**src/rtl/counter_pkg.sv**
```systemverilog
// Shared constants and helpers for the parameterised up/down counter.
// Optional saturating behaviour is selected with the COUNTER_SATURATE_EN macro.
package counter_pkg;

    localparam logic DIR_UP   = 1'b1;
    localparam logic DIR_DOWN = 1'b0;

    // Full-scale count for a register of the given width.
    // A 32-bit width cannot be built with a shift, so it is handled separately.
    function automatic logic [31:0] default_max_count(input int unsigned width);
        if (width >= 32)
            return 32'hFFFF_FFFF;
        else
            return (32'd1 << width) - 32'd1;
    endfunction

endpackage : counter_pkg

```
**src/rtl/counter_next.sv**
```systemverilog
// Combinational next-count, boundary detection and load clamping.
// COUNTER_SATURATE_EN selects hold-at-bound instead of wrap-around.
module counter_next
    import counter_pkg::*;
#(
    parameter int unsigned          WIDTH     = 8,
    parameter logic [WIDTH-1:0]     MAX_COUNT = WIDTH'(default_max_count(WIDTH))
) (
    input  logic [WIDTH-1:0] q,
    input  logic             dir,
    input  logic [WIDTH-1:0] d,
    output logic [WIDTH-1:0] count_next,
    output logic             at_bound,
    output logic [WIDTH-1:0] load_value
);

    // NOTE: every output gets a default before any branch, so no latch can be inferred.
    always_comb begin
        at_bound   = (dir == DIR_UP) ? (q == MAX_COUNT) : (q == '0);
        load_value = (d > MAX_COUNT) ? MAX_COUNT : d;
        count_next = q;

        if (at_bound) begin
`ifdef COUNTER_SATURATE_EN
            count_next = q;
`else
            count_next = (dir == DIR_UP) ? '0 : MAX_COUNT;
`endif
        end else begin
            count_next = (dir == DIR_UP) ? q + WIDTH'(1) : q - WIDTH'(1);
        end
    end

endmodule : counter_next

```
**src/rtl/param_updown_counter.sv**
```systemverilog
// Up/down counter with parallel load, wrap pulse and sticky overflow flag.
// Define COUNTER_SATURATE_EN to saturate at the bounds instead of wrapping.
module param_updown_counter
    import counter_pkg::*;
#(
    parameter int unsigned          WIDTH     = 8,
    parameter logic [WIDTH-1:0]     MAX_COUNT = WIDTH'(default_max_count(WIDTH))
) (
    input  logic             clk,
    input  logic             reset,
    input  logic             en,
    input  logic             dir,
    input  logic             load,
    input  logic [WIDTH-1:0] d,
    input  logic             clr_ovf,
    output logic [WIDTH-1:0] q,
    output logic             tc,
    output logic             wrap,
    output logic             ovf
);

    logic [WIDTH-1:0] count_next;
    logic [WIDTH-1:0] load_value;
    logic             at_bound;

    counter_next #(
        .WIDTH     (WIDTH),
        .MAX_COUNT (MAX_COUNT)
    ) u_next (
        .q          (q),
        .dir        (dir),
        .d          (d),
        .count_next (count_next),
        .at_bound   (at_bound),
        .load_value (load_value)
    );

    assign tc = en & at_bound;

    // NOTE: sequential state uses non-blocking assignments so all registers update together.
    always_ff @(posedge clk) begin
        if (!reset) begin
            q    <= '0;
            wrap <= 1'b0;
            ovf  <= 1'b0;
        end else if (load) begin
            q    <= load_value;
            wrap <= 1'b0;
            ovf  <= ovf & ~clr_ovf;
        end else if (en) begin
            q    <= count_next;
            wrap <= at_bound;
            // A boundary hit on the same edge as clr_ovf leaves the flag set.
            ovf  <= at_bound | (ovf & ~clr_ovf);
        end else begin
            wrap <= 1'b0;
            ovf  <= ovf & ~clr_ovf;
        end
    end

endmodule : param_updown_counter

```
**config.mk**
```make
export PLATFORM = sky130hd
export DESIGN_NAME = param_updown_counter
export DESIGN_NICKNAME = d
export VERILOG_FILES = /design/src/rtl/counter_pkg.sv /design/src/rtl/counter_next.sv /design/src/rtl/param_updown_counter.sv
export SDC_FILE = /design/constraint.sdc
export NUM_CORES = 1
export LEC_CHECK = 0
export CORE_MARGIN = 2
export CORE_UTILIZATION = 37
export DETAILED_ROUTE_END_ITERATION = 12
export HOLD_SLACK_MARGIN = 0.08
export PLACE_DENSITY = 0.65
export REMOVE_ABC_BUFFERS = 1
export SYNTH_ARGS = -nofsm -noshare
export SYNTH_HDL_FRONTEND = slang
export SYNTH_SLANG_ARGS = --single-unit
```
**constraint.sdc**
```tcl
create_clock -name clk -period 3.4 [get_ports clk]
set_clock_uncertainty 0.05 [all_clocks]
set_input_delay 0.68 -clock clk [delete_from_list [all_inputs] [get_ports clk]]
set_output_delay 0.68 -clock clk [all_outputs]
set_load 0.005 [all_outputs]
```
==> run summary <==
=================================================================================================
Family of cells with the greatest summed delay on the critical path ................ buffers and inverters
Longest individual stage delay on the worst path ...................................      0.56 ns
Slew Viols, Final ..................................................................            0
Post-Route Setup TNS ...............................................................         0 ns
Antenna Cells ......................................................................            0
Syn avg cell area ..................................................................     8.02 um2
Die Width ..........................................................................      50.1 um
Final Hold Viols ...................................................................            0
Startpoint type of the worst setup path ............................................ primary input
Port buffer count ..................................................................           24
DP HPWL ............................................................................      1620 um
Leak Pwr ...........................................................................     0.430 nW
Type of the tightest min-delay check ............................................... flop to flop
Portion of the clock cycle consumed by the worst path in the final layout ..........        94.0%
Final cell count without fillers ...................................................          149
Cts repair resizes .................................................................            0
Via count of the routed design .....................................................          816
Slew Limit Headroom ................................................................        75.1%
Number of standard cells after synthesis ...........................................           98
Final setup violation count ........................................................            0
Global routing usage on met2 .......................................................        30.0%
Worst Max-Slew Pin Slew ............................................................     0.373 ns
Via count of the first global-routing pass .........................................          812
Initial antenna violation count ....................................................            0
GRT Max-Usage Layer ................................................................         met2
Clock Sink Count ...................................................................           10
Total power divided by cell area ...................................................   377 nW/um2
Maximum VDD drop ...................................................................     0.310 mV
Endpoint required time on the critical path ........................................      2.67 ns
Netlist area before placement ......................................................      786 um2
Endpoint kind of the worst setup timing path ....................................... primary output
Maximum number of pins on one net before global-route repair .......................           12
Global placer's final weighted congestion ..........................................        0.814
Filler instances ...................................................................          182
Worst setup timing slack at the placement stage ....................................     0.211 ns
Run status ......................................................................... finished clean
Die outline height .................................................................      50.1 um
Initial DRC count ..................................................................           15
Remaining DRCs .....................................................................            0
Fin Hold WS ........................................................................     0.557 ns
Initial core utilization ...........................................................        39.6%
Sum of buffers and inverters on the critical path ..................................            2
Worst-path maximum fanout ..........................................................            5
Die area ...........................................................................     2510 um2
H-tree depth .......................................................................            1
I/O pin count ......................................................................           25
Number of buffers added by the clock tree synthesis step ...........................            3
Commonest cells after routing, fill and taps aside ................................. sky130_fd_sc_hd__clkdlybuf4s50_1, sky130_fd_sc_hd__dfxtp_1, sky130_fd_sc_hd__o21ai_0
Grt total ovfl .....................................................................            0
Setup repair after global routing missed its margin ................................        false
Number of placement rows ...........................................................           16
Worst-path clk slew ................................................................      0.06 ns
Number of storage elements in the synthesis netlist ................................           10
Cell breakdown of the critical path ................................................ clkdlybuf4s50_1 > nand2_1 > or3_1 > and2_4 > nor2_1 > clkdlybuf4s50_1
Most prevalent standard cell on the critical path .................................. sky130_fd_sc_hd__clkdlybuf4s50_1
Syn-to-layout area delta ...........................................................        38.2%
Clock latency on the worst-skew pair ...............................................      0.27 ns
Average detailed-routed wire length per instance ...................................      13.7 um
CTS Hold Bufs ......................................................................            0
Endpoint arrival time on the critical path .........................................      2.47 ns
Setup ws final .....................................................................     0.203 ns
MaxCap Viol Count ..................................................................            0
Most frequent standard cell in the layout excluding fill and tap cells ............. sky130_fd_sc_hd__clkdlybuf4s50_1
Final nets .........................................................................          144
Highest Clock Rate .................................................................      313 MHz
Number of distinct library cell variants in the gate-level netlist after synthesis .           33
Final routed wirelength across all metal layers ....................................      2050 um
Slowest cell on the critical path .................................................. sky130_fd_sc_hd__clkdlybuf4s50_1
Placed Instances ...................................................................          145
Remaining number of nets flagged by the antenna check after routing ................            0
Detailed-routing iteration count for the pre-antenna-repair pass ...................            4
Worst Path Class, Setup ............................................................ primary input to primary output
Layout cell share with drive strength beyond 1 .....................................        7.38%
Grt met3 use .......................................................................        5.76%
Wire length of the first global-routing pass .......................................      3650 um
Maximum buffer depth of the clock tree .............................................            2
Post-CTS setup-driven buffer insertion count .......................................            0
Yosys warning count ................................................................            0
Global routing met1 resource utilization ...........................................        24.9%
TritonCTS clock tree ...............................................................         done
Clock tree root driver cell ........................................................ sky130_fd_sc_hd__clkbuf_4
Area inside the core boundary ......................................................     1980 um2
GRT Overall Usage ..................................................................        19.0%
Detailed-route vias per instance ...................................................         5.48
Proportion of synthesized chip area in sequential cells ............................        25.5%
Final worst path period need .......................................................      3.20 ns
=================================================================================================
[where the power goes]
part / total [W] / internal (W) / switching (W)
Clock: 0.000109 / 0.0000651 / 0.0000434
Combinational: 0.000154 / 0.0000827 / 0.0000714
Sequential: 0.000147 / 0.000129 / 0.0000179
Total: 0.000409 / 0.000276 / 0.000133
[cells by family (layout without fill, tap and decap cells)]
group                    after synthesis  count (layout)  synth area share (%)
XOR/XNOR                               6               6                  6.69
AO/OA/AOI/OAI                         34              34                  30.1
flip-flops                            10              10                  25.5
buffers and inverters                 10              34                  5.09
AND/OR/NAND/NOR                       31              31                  20.5
adder cells (fa/ha/maj)                7               7                  12.1
[metal layers]
| metal | vias up | wire [um] |
|---|---|---|
| li1 | 421 | - |
| met2 | 28 | 941 |
| met5 | - | 0 |
| met1 | 365 | 974 |
| met3 | 2 | 114 |
| met4 | 0 | 17 |
[layout make-up]
class / count / area (um2) / area share (%)
Timing Repair Buffer: 26 / 255 / 23.5
Multi-Input combinational cell: 78 / 546 / 50.2
Clock buffer: 4 / 36.3 / 3.34
Tap cell: 27 / 33.8 / 3.11
Inverter: 4 / 15.0 / 1.38
Sequential cell: 10 / 200 / 18.4
[metrics by stage]
| stage | power, W | cell area [um2] | util [%] |
|---|---|---|---|
| after floorplan | 0.000237 | 761 | - |
| after global placement | 0.000301 | 1050 | 53.0 |
| after detailed placement | 0.000303 | 1050 | 53.0 |
| after CTS | 0.000411 | 1090 | 54.8 |
| after global routing | 0.000442 | 1090 | 54.8 |
| final | 0.000409 | 1090 | 54.8 |
[synth_stat cells (all sizes together)]
cell     instances  area [um2]
o22ai            2        12.5
buf              2        10.0
or3              3        18.8
nor4b            1        8.76
dfxtp           10         200
nand2            7        26.3
o21ai            8        40.0
fa               1        20.0
ha               6        75.1
xor2             4        35.0
nor3             5        25.0
o211a            1        10.0
and3             1        6.26
nand3b           2        15.0
nand4            1        6.26
nor2             5        18.8
o21bai           2        15.0
xnor2            2        17.5
clkbuf           4        15.0
nor4             1        6.26
and2             2        15.0
a211oi           7        52.6
nand3            3        15.0
a21o             2        16.3
a211o            1        8.76
a21oi            4        20.0
o2111ai          1        8.76
o211ai           4        30.0
inv              4        15.0
o32ai            1        16.3
a31oi            1        6.26
[worst min-delay path: cells and delay by family (launching register included)]
family / cells / cell delay [ns]
AO/OA/AOI/OAI: 1 / 0.07
flip-flops: 1 / 0.33
buffers and inverters: 1 / 0.05
AND/OR/NAND/NOR: 1 / 0.13
[path summary, 6_finish.rpt]
path	cells after the start	slack (ns)	to	from
setup / recovery	6	0.20	tc	dir
hold / removal	3	0.56	ovf	ovf
setup reg to reg	6	1.39	q[6]	q[0]
hold reg to reg	3	0.56	ovf	ovf
[flip-flops by register name, summed over array words and instances (netlist names)]
name  count
ovf       1
q         8
wrap      1
Power figures use the tool's default switching activity.
==> variant, RTL diff (same flow settings) <==
Reset style: asynchronous (`reset`), changed in one clocked block.
--- a/src/rtl/param_updown_counter.sv
+++ b/src/rtl/param_updown_counter.sv
@@ -38,7 +38,7 @@
     assign tc = en & at_bound;
 
     // NOTE: sequential state uses non-blocking assignments so all registers update together.
-    always_ff @(posedge clk) begin
+    always_ff @(posedge clk or negedge reset) begin
         if (!reset) begin
             q    <= '0;
             wrap <= 1'b0;
Behaviour: differs if reset is asserted again (counterexample within 4 cycles, from zero or initial values and one cycle with reset low); with reset held inactive, the same outputs for 10 cycles.
==> variant against the unedited design <==
- sequential cell count stayed put
- combinational power increased by 65%
- critical path depth is the same
- routed wire length fell by 3.4%
- total power rose by 25%
- sequential share of layout area is 3.9 points higher
- highest routed layer is now met3
- setup slack better by 34 ps
- die area up 5.7%
- area after synthesis grew 6.2%
- synthesized cell count grew 4.1%
- cell area up 3.2%
- hold slack got worse by 66 ps
==> variant: results (changes against the unedited design) <==
[pwr]
peakVddDrop_mv=0.209  ; -33%
power_leakage_nw=0.484  ; +12%

[final_layout]
num-nonclk-buffers=25  ; -3.8%
multiInputCombCellCount=83  ; +6.4%
seq_area_share_pct=22.3  ; +3.9 points
fin_nets=150  ; +4.2%
layout-drive-gt1-share_pct=7.87  ; +0.50 points
final-clk-cell-share_pct=2.01  ; -1.3 points
clock_buffers=3  ; -1

[placed_design]
routabilityCongestion=0.843  ; +3.6%
post-dp-hpwl_microns=1650  ; +1.5%

[global_routing]
grt_pass1_vias=795  ; -2.1%
grt_max_degree=17  ; +5
grt_pass1_wl_microns=3540  ; -3.0%
track_usage_pct=17.3  ; -1.7 points

[detailed_routing]
first_pass_iters=3  ; -1
drt-initial-drc-count=12  ; -3

[critical_path]
arrival_ps=2430  ; -40 ps
max_stage_delay_ps=500  ; -60 ps
r2r_setup_slack_ps=1530  ; +140 ps
rr_endpoint=q[6]$_DFFE_PN0P_

[logic_synthesis]
synth_fa_ha_area_share_pct=11.4  ; -0.71 points
synth.yosys.seq_area_share_pct=30.0  ; +4.5 points
synth.area.top_cells=dfrtp_1 (30%), ha_1 (9.0%), nand2_1 (8.1%)
synth_compound_area_share_pct=24.4  ; -5.7 points
synth_xor_area_share_pct=7.35  ; +0.66 points
postSynth.asyncResetShare_pct=100  ; +100 points
synthTopCellsByCount=nand2_1 (18), a21oi_1 (10), dfrtp_1 (10), nor2_1 (9)
synth.distinct_cells=31  ; -6.1%

[sta]
worst_slew_pin_slew_ps=517  ; +144 ps

[min_path]
holdPathEnd=ovf$_DFF_PN0_
min-delay-start=ovf$_DFF_PN0_

[status]
status=complete, no violations

==> variant: cell families after synthesis <==
group	after synthesis
compound gates	30
xor+xnor	7
fa+ha+maj	7
buf+inv	9
flops	10
simple gates	39
==> variant: metrics by stage <==
stage | setup slack [ps] | instance area, sq um | hold WS (ps) | std cells
4_1_cts | 224 | 1120 | 494 | 155
6_report | 236 | 1120 | 492 | 155
2_1_floorplan | 1230 | 816 | 334 | 99
3_5_place_dp | 226 | 1100 | 482 | 152
3_3_place_gp | 230 | 1100 | 487 | 152
5_1_grt | 149 | 1120 | 532 | 155
==> variant: routing by layer <==
layer  track usage (%)  share of wire, %
met5                 0                 0
met4              6.58                 0
met3              2.01               1.8
met2              28.8                49
met1              23.0                49
==> variant: report_power, final <==
part	leakage, nW	switching (mW)	total, mW	internal [mW]
clock network	0.0138	0.0368	0.0775	0.0407
logic	0.346	0.120	0.254	0.134
registers	0.123	0.0385	0.180	0.141
total	0.484	0.196	0.511	0.315
